<file path="src/rtl/pkt_pkg.sv">
// Shared types and constants for the packet receiver slice.
package pkt_pkg;

  localparam int PKT_W     = 13;
  localparam int PAYLOAD_W = 8;

  typedef struct packed {
    logic                 eop;
    logic [PAYLOAD_W-1:0] payload;
    logic [1:0]           ptype;
    logic [1:0]           dest;
  } packet_t;

  typedef enum logic [1:0] {
    IDLE,
    COLLECT,
    DONE,
    DROP
  } rx_state_e;

  // Increment that sticks at the top of the 8-bit range.
  function automatic logic [7:0] sat_inc8(input logic [7:0] v);
    return (v == 8'hFF) ? v : v + 8'd1;
  endfunction

endpackage

</file>
<file path="src/rtl/pkt_fifo.sv">
// Small synchronous flit FIFO; storage is a flop array, head entry presented
// directly so a flit written in one cycle is poppable the next.
module pkt_fifo #(
  parameter int WIDTH = 13,
  parameter int DEPTH = 4
) (
  input  logic             clk,
  input  logic             rst,
  input  logic             push,
  input  logic [WIDTH-1:0] wr_data,
  input  logic             pop,
  output logic [WIDTH-1:0] rd_data,
  output logic             full,
  output logic             empty
);

  localparam int PTR_W = (DEPTH > 1) ? $clog2(DEPTH) : 1;
  localparam int CNT_W = $clog2(DEPTH + 1);

  logic [WIDTH-1:0] mem [DEPTH];
  logic [PTR_W-1:0] wr_ptr;
  logic [PTR_W-1:0] rd_ptr;
  logic [CNT_W-1:0] count;
  logic             do_push;
  logic             do_pop;

  assign full    = (count == CNT_W'(DEPTH));
  assign empty   = (count == '0);
  assign do_push = push && !full;
  assign do_pop  = pop && !empty;
  assign rd_data = mem[rd_ptr];

  // Storage write; no reset needed since occupancy gates every read.
  always_ff @(posedge clk) begin
    if (do_push) mem[wr_ptr] <= wr_data;
  end

  // Pointer and occupancy bookkeeping.
  always_ff @(posedge clk) begin
    if (rst) begin
      wr_ptr <= '0;
      rd_ptr <= '0;
      count  <= '0;
    end else begin
      if (do_push) wr_ptr <= wr_ptr + PTR_W'(1);
      if (do_pop)  rd_ptr <= rd_ptr + PTR_W'(1);
      case ({do_push, do_pop})
        2'b10:   count <= count + CNT_W'(1);
        2'b01:   count <= count - CNT_W'(1);
        default: count <= count;
      endcase
    end
  end

endmodule

</file>
<file path="src/rtl/packet_receiver.sv">
// Destination-side frame reassembler: buffers flits, filters by address,
// and reports length/type/checksum for each accepted frame.
//
// state   | meaning
// IDLE    | waiting for the first flit of a frame
// COLLECT | accumulating flits of an addressed frame
// DONE    | frame summary held until consumer accepts it
// DROP    | discarding flits up to eop (misaddressed or truncated tail)
module packet_receiver
  import pkt_pkg::*;
#(
  parameter logic [1:0] NODE_ADDR  = 2'd0,
  parameter int         FIFO_DEPTH = 4,
  parameter int         MAX_LEN    = 16
) (
  input  logic                           clk,
  input  logic                           rst,
  input  logic                           src_valid,
  input  logic [PKT_W-1:0]               packet,
  output logic                           src_ready,
  output logic                           frame_valid,
  input  logic                           frame_ready,
  output logic [1:0]                     frame_type,
  output logic [$clog2(MAX_LEN+1)-1:0]   frame_len,
  output logic [PAYLOAD_W-1:0]           frame_sum,
  output logic                           frame_err,
  output logic                           complete,
  output logic [7:0]                     drop_count
);

  localparam int LEN_W = $clog2(MAX_LEN + 1);

  rx_state_e            state_q, state_d;
  logic [1:0]           type_q, type_d;
  logic [LEN_W-1:0]     len_q, len_d, len_inc;
  logic [PAYLOAD_W-1:0] sum_q, sum_d;
  logic                 err_q, err_d;
  logic                 trunc_q, trunc_d;
  logic                 mis_q, mis_d;
  logic [7:0]           drop_q, drop_d;

  logic [PKT_W-1:0]     fifo_rd;
  logic                 fifo_full;
  logic                 fifo_empty;
  logic                 fifo_pop;
  packet_t              flit;

  // Ready is held low while reset is applied so nothing is taken mid-reset.
  assign src_ready = !fifo_full && !rst;
  assign fifo_pop  = !fifo_empty && (state_q != DONE);
  assign flit      = fifo_rd;
  assign len_inc   = len_q + LEN_W'(1);

  pkt_fifo #(
    .WIDTH (PKT_W),
    .DEPTH (FIFO_DEPTH)
  ) u_fifo (
    .clk     (clk),
    .rst     (rst),
    .push    (src_valid && src_ready),
    .wr_data (packet),
    .pop     (fifo_pop),
    .rd_data (fifo_rd),
    .full    (fifo_full),
    .empty   (fifo_empty)
  );

  assign frame_valid = (state_q == DONE);
  assign complete    = frame_valid && frame_ready;
  assign frame_type  = type_q;
  assign frame_len   = len_q;
  assign frame_sum   = sum_q;
  assign frame_err   = err_q;
  assign drop_count  = drop_q;

  // State and accumulator registers.
  always_ff @(posedge clk) begin
    if (rst) begin
      state_q <= IDLE;
      type_q  <= '0;
      len_q   <= '0;
      sum_q   <= '0;
      err_q   <= 1'b0;
      trunc_q <= 1'b0;
      mis_q   <= 1'b0;
      drop_q  <= '0;
    end else begin
      state_q <= state_d;
      type_q  <= type_d;
      len_q   <= len_d;
      sum_q   <= sum_d;
      err_q   <= err_d;
      trunc_q <= trunc_d;
      mis_q   <= mis_d;
      drop_q  <= drop_d;
    end
  end

  // Next-state and accumulator update; one flit consumed per popping cycle.
  always_comb begin
    state_d = state_q;
    type_d  = type_q;
    len_d   = len_q;
    sum_d   = sum_q;
    err_d   = err_q;
    trunc_d = trunc_q;
    mis_d   = mis_q;
    drop_d  = drop_q;
    case (state_q)
      IDLE: begin
        if (!fifo_empty) begin
          if (flit.dest == NODE_ADDR) begin
            type_d  = flit.ptype;
            len_d   = LEN_W'(1);
            sum_d   = flit.payload;
            err_d   = 1'b0;
            state_d = flit.eop ? DONE : COLLECT;
          end else if (flit.eop) begin
            drop_d = sat_inc8(drop_q);
          end else begin
            mis_d   = 1'b1;
            state_d = DROP;
          end
        end
      end
      COLLECT: begin
        if (!fifo_empty) begin
          len_d = len_inc;
          sum_d = sum_q + flit.payload;
          if (flit.eop) begin
            state_d = DONE;
          end else if (len_inc == LEN_W'(MAX_LEN)) begin
            err_d   = 1'b1;
            trunc_d = 1'b1;
            state_d = DONE;
          end
        end
      end
      DONE: begin
        if (frame_ready) begin
          err_d   = 1'b0;
          trunc_d = 1'b0;
          mis_d   = 1'b0;
          state_d = trunc_q ? DROP : IDLE;
        end
      end
      DROP: begin
        if (!fifo_empty && flit.eop) begin
          // Truncated tails are not misaddressed frames and are not counted.
          if (mis_q) drop_d = sat_inc8(drop_q);
          mis_d   = 1'b0;
          state_d = IDLE;
        end
      end
      default: state_d = IDLE;
    endcase
  end

endmodule

</file>
<file path="config.mk">
export PLATFORM = sky130hd
export DESIGN_NAME = packet_receiver
export DESIGN_NICKNAME = d
export VERILOG_FILES = /design/src/rtl/pkt_pkg.sv /design/src/rtl/pkt_fifo.sv /design/src/rtl/packet_receiver.sv
export SDC_FILE = /design/constraint.sdc
export NUM_CORES = 1
export LEC_CHECK = 0
export CORE_MARGIN = 4
export CORE_UTILIZATION = 46
export DETAILED_ROUTE_END_ITERATION = 8
export HOLD_SLACK_MARGIN = 0.12
export PLACE_DENSITY = 0.69
export REMOVE_ABC_BUFFERS = 1
export SYNTH_ARGS = -nofsm -noshare
export SYNTH_HDL_FRONTEND = slang
export SYNTH_HIERARCHICAL = 1
export SYNTH_SLANG_ARGS = --single-unit
</file>
<file path="constraint.sdc">
create_clock -name clk -period 2.6 [get_ports clk]
set_input_delay 0.52 -clock clk [delete_from_list [all_inputs] [get_ports clk]]
set_output_delay 0.52 -clock clk [all_outputs]
set_load 0.02 [all_outputs]
</file>
==> results.toml <==
[global_route]
number_of_antenna_violations_at_the_first_check_in_global_routing = 0
grt_pass1_wl_mm = 15.2
grt_util_all_layers = 0.173
grt_start_max_net_pins = 38
grt_pass1_vias = 3062
grt_overflow_total = 0

[critical_path]
worst-setup-path-type = "flip-flop to flip-flop"
setup.worst_path.end_class = "flip-flop"
cp_cell_sequence = "mux4_2, ha_4, inv_2, fa_2, nor2b_1, o31a_1, o21a_1, o2111a_1, a2111oi_2"
arrival_ns = 2.81
path_max_fanout = 5
slowest_stage = "sky130_fd_sc_hd__mux4_2"
cp.required_ns = 2.86
reg2reg_depth = 9
startpoint_type = "flip-flop"
crit_path_max_incr_delay_ns = 0.57
cp_num_buf_inv = 1
regToRegEndpoint = "frame_sum[6]$_SDFFE_PP0P_"
cpLargestDelayFamily = "compound AO/OA/AOI/OAI gates"
rrSetupSlack_ns = 0.05

[sta]
post-route-min-period_ns = 2.55
timing_hold_violations_final = 0
timing.fmax_ghz = 0.392
clock-skew-final_ns = 0.00598
holdWs_ns = 0.516
report.final.setup_viol = 0
post-route-period-util = 0.982
timing.final.max_slew_violations = 0
timing_worst_slew_pin_value_ns = 0.535
worst_slew_margin_rel = 0.640

[synthesis]
synth.area.mux_share = 0.0901
netlist.area_leader.share = 0.364
main_combinational_cell_family_by_area_after_synthesis = "compound AO/OA/AOI/OAI gates"
synth.cell_area_mm2 = 0.00429
synth_compound_gate_area_share = 0.129
postSynthRegisterBits = 89
portion_of_the_post_synthesis_area_used_by_sequential_elements = 0.536
yosys.area_share.simple = 0.121
postSynthCellCount = 348
post_synth_xor_area_fraction = 0.0245
synth.top_cells.by_area = "sky130_fd_sc_hd__edfxtp_1 (36%), sky130_fd_sc_hd__dfxtp_1 (17%), sky130_fd_sc_hd__mux4_2 (6.3%)"
synth_warnings = 6
synth_enable_flop_cells = 52
asyncSetResetFlopFracSynth = 0
synth-adder-area-share = 0.0647
synth_area_per_cell_um2 = 12.3
synth_cell_types = 60
yosys_most_used_dff = "sky130_fd_sc_hd__edfxtp_1"
yosys.area.top_type = "sky130_fd_sc_hd__edfxtp_1"

[power_and_ir_drop]
internal-power_uw = 2670
p_switching_uw = 1480
power_frac_clock = 0.217
power.share.combinational = 0.373
powerDensity_mw_per_mm2 = 787
total_leakage_power_uw = 0.00187
power.share.switching = 0.356
worst_ir_drop_vdd_v = 0.000354
sequentialPowerShare = 0.410

[die]
die_w_um = 105
fp-row-count = 34
ios = 44
die-height_um = 105
starting_density_of_the_core = 0.483
design.core.area_mm2 = 0.00889
area_enclosed_by_the_die_boundary_mm2 = 0.0109

[min_path]
holdPathEnd = "state_q[0]$_SDFFE_PP0P_"
min_delay_path_depth = 2
min_from = "state_q[0]$_SDFFE_PP0P_"
worst_hold_path_type = "flip-flop to flip-flop"

[cells_and_area]
final_layout_size_suffix_gt1_frac = 0.185
combined_area_of_the_multi_input_logic_cells_mm2 = 0.00189
insertedDiodeCount = 0
flow.area_growth_from_synthesis_pct = 22.7
core_utilization_of_the_finished_layout = 0.592
ff_latch_area_mm2 = 0.00231
nets = 460
layout.filler_cells = 706
fin_area_mm2 = 0.00527

[drt]
finalWirelength_mm = 9.19
first_iter_violations = 131
route.detailed.wl_per_inst_um = 17.2
detailroute.via_count = 3010
drc = 0
drtAntennaViolNets = 0
detail_route.vias_per_cell = 5.63
drt_pass1_iterations = 4

[clocking]
clock_tree.root_cell = "sky130_fd_sc_hd__clkbuf_8"
number_of_buffers_inserted_during_clock_tree_synthesis = 9
clockBufferDepth = 2
clock_sink_count = 89
cts.clk_slew.worst_paths_ns = 0.09
cts_tree = "yes"
worst_skew_pair.late_latency_ns = 0.35
hold_buffers = 0
cts.htree.levels = 3

[placement]
port_buffers = 43
place_hpwl_mm = 6.56
routabilityCongestion = 0.845
placedInstanceArea_mm2 = 0.00501

[run_status]
outcome = "finished, final reports clean"

[job]
max_cap_violations = 0
[metal layers]
layer	GRT usage	routed length, µm	part of all wire	up-vias
li1	-	-	-	1468
met1	0.218	3990	0.43	1477
met2	0.300	4790	0.52	57
met3	0.0382	315	0.034	8
met4	0.0515	92	0.010	0
met5	0	0	0	-
[worst register-to-register path: cells and delay by family (launching register included)]
family | cells | cell delay, ns
AO/OA/AOI/OAI | 4 | 1.01
flip-flops | 1 | 0.39
AND/OR/NAND/NOR | 1 | 0.05
multiplexers | 1 | 0.57
buffers and inverters | 1 | 0.05
adder cells (fa/ha/maj) | 2 | 0.40
[power groups by stage]
stage | combinational, µW | sequential, µW | clock (µW)
finish | 1540 | 1700 | 900
floorplan | 937 | 1770 | 0
global placement | 1470 | 1720 | 0
global route | 1710 | 1720 | 995
CTS | 1510 | 1690 | 923
detailed placement | 1500 | 1720 | 0
[flip-flops by register name, summed over array words and instances (netlist names), named ones only]
name,count
mis_q,1
state_q,2
frame_len,5
frame_type,2
drop_count,8
u_fifo/wr_ptr,2
frame_sum,8
u_fifo/mem,52
u_fifo/count,3
trunc_q,1
frame_err,1
u_fifo/rd_ptr,2
[cell families after synthesis]
| logic type | after synthesis |
|---|---|
| simple gates | 95 |
| xor+xnor | 12 |
| buf+inv | 32 |
| flops | 89 |
| fa+ha+maj | 21 |
| mux | 22 |
| compound gates | 77 |
[Yosys cell counts (2+ instances only)]
| cell type | instances |
|---|---|
| sky130_fd_sc_hd__buf_1 | 2 |
| sky130_fd_sc_hd__nor2b_1 | 4 |
| sky130_fd_sc_hd__nand2_1 | 12 |
| sky130_fd_sc_hd__dfxtp_1 | 37 |
| sky130_fd_sc_hd__a211oi_1 | 8 |
| sky130_fd_sc_hd__buf_6 | 3 |
| sky130_fd_sc_hd__xor2_1 | 12 |
| sky130_fd_sc_hd__a41oi_1 | 4 |
| sky130_fd_sc_hd__edfxtp_1 | 52 |
| sky130_fd_sc_hd__mux2i_1 | 9 |
| sky130_fd_sc_hd__a311oi_1 | 3 |
| sky130_fd_sc_hd__and3_1 | 2 |
| sky130_fd_sc_hd__mux4_2 | 12 |
| sky130_fd_sc_hd__a2111oi_2 | 2 |
| sky130_fd_sc_hd__clkbuf_1 | 4 |
| sky130_fd_sc_hd__a21o_1 | 2 |
| sky130_fd_sc_hd__buf_2 | 4 |
| sky130_fd_sc_hd__ha_1 | 19 |
| sky130_fd_sc_hd__or3_1 | 3 |
| sky130_fd_sc_hd__nand4_1 | 8 |
| sky130_fd_sc_hd__a221oi_1 | 2 |
| sky130_fd_sc_hd__and4_1 | 2 |
| sky130_fd_sc_hd__nor2_1 | 32 |
| sky130_fd_sc_hd__nand3_1 | 7 |
| sky130_fd_sc_hd__fa_1 | 2 |
| sky130_fd_sc_hd__o21ai_0 | 11 |
| sky130_fd_sc_hd__nand2b_1 | 7 |
| sky130_fd_sc_hd__inv_1 | 18 |
| sky130_fd_sc_hd__and2_1 | 8 |
| sky130_fd_sc_hd__a31oi_1 | 3 |
| sky130_fd_sc_hd__a21oi_1 | 22 |
| sky130_fd_sc_hd__o21a_1 | 2 |
| sky130_fd_sc_hd__o211ai_1 | 3 |
[layout make-up]
type,instances,area share
timing repair buffer,76,0.129
clock buffer,9,0.0235
clock inverter,7,0.0116
inverter,19,0.0135
sequential,89,0.438
multi-input combinational,227,0.359
tap,108,0.0257
[cells in the final DEF (no fill, tap or decap), types with 3 or more instances in the layout]
cell type	Yosys	layout
sky130_fd_sc_hd__ha_1	19	18
sky130_fd_sc_hd__mux4_2	12	12
sky130_fd_sc_hd__nor2_1	32	32
sky130_fd_sc_hd__a31oi_1	3	3
sky130_fd_sc_hd__nand2b_1	7	7
sky130_fd_sc_hd__a311oi_1	3	3
sky130_fd_sc_hd__nand2_1	12	12
sky130_fd_sc_hd__inv_1	18	16
sky130_fd_sc_hd__edfxtp_1	52	52
sky130_fd_sc_hd__clkbuf_8	0	9
sky130_fd_sc_hd__nand3_1	7	7
sky130_fd_sc_hd__clkdlybuf4s50_1	0	43
sky130_fd_sc_hd__a211oi_1	8	7
sky130_fd_sc_hd__inv_6	0	3
sky130_fd_sc_hd__nor2b_1	4	4
sky130_fd_sc_hd__buf_4	0	33
sky130_fd_sc_hd__o211ai_1	3	3
sky130_fd_sc_hd__mux2i_1	9	9
sky130_fd_sc_hd__a21oi_1	22	22
sky130_fd_sc_hd__nand4_1	8	8
sky130_fd_sc_hd__o21ai_0	11	11
sky130_fd_sc_hd__a41oi_1	4	4
sky130_fd_sc_hd__or3_1	3	3
sky130_fd_sc_hd__dfxtp_1	37	34
sky130_fd_sc_hd__and2_1	8	8
sky130_fd_sc_hd__xor2_1	12	12
[worst max-delay path by stage]
stage	from	end	slack, ns	depth (start not counted)
final	flip-flop	frame_sum[6]$_SDFFE_PP0P_	0.05	9
after global routing	flip-flop	frame_sum[6]$_SDFFE_PP0P_	-0.03	9
after CTS	flip-flop	frame_sum[6]$_SDFFE_PP0P_	0.01	9
after detailed placement	rst	u_fifo/count[2]$_SDFFE_PP0P_	-0.09	12
after global placement	rst	u_fifo/count[2]$_SDFFE_PP0P_	-0.04	12
after floorplan	flip-flop	frame_sum[6]$_SDFFE_PP0P_	-0.29	9
[through the flow]
step / TNS [ns] / setup slack [ns] / std cells / power, µW
2_1_floorplan: -0.614 / -0.294 / 335 / 2710
3_3_place_gp: -0.0353 / -0.0353 / 517 / 3190
3_5_place_dp: -0.133 / -0.0917 / 517 / 3220
4_1_cts: 0 / 0.0112 / 533 / 4120
5_1_grt: -0.0313 / -0.0313 / 535 / 4420
6_report: 0 / 0.0458 / 535 / 4140
[what timing repair did]
action / in CTS / in global routing
pin swaps: 0 / 7
endpoints found under the hold margin: 0 / 0
endpoints found under the setup margin: 2 / 6
resized for setup: 1 / 12
setup buffers: 0 / 2
(Power assumes the default switching activity.)
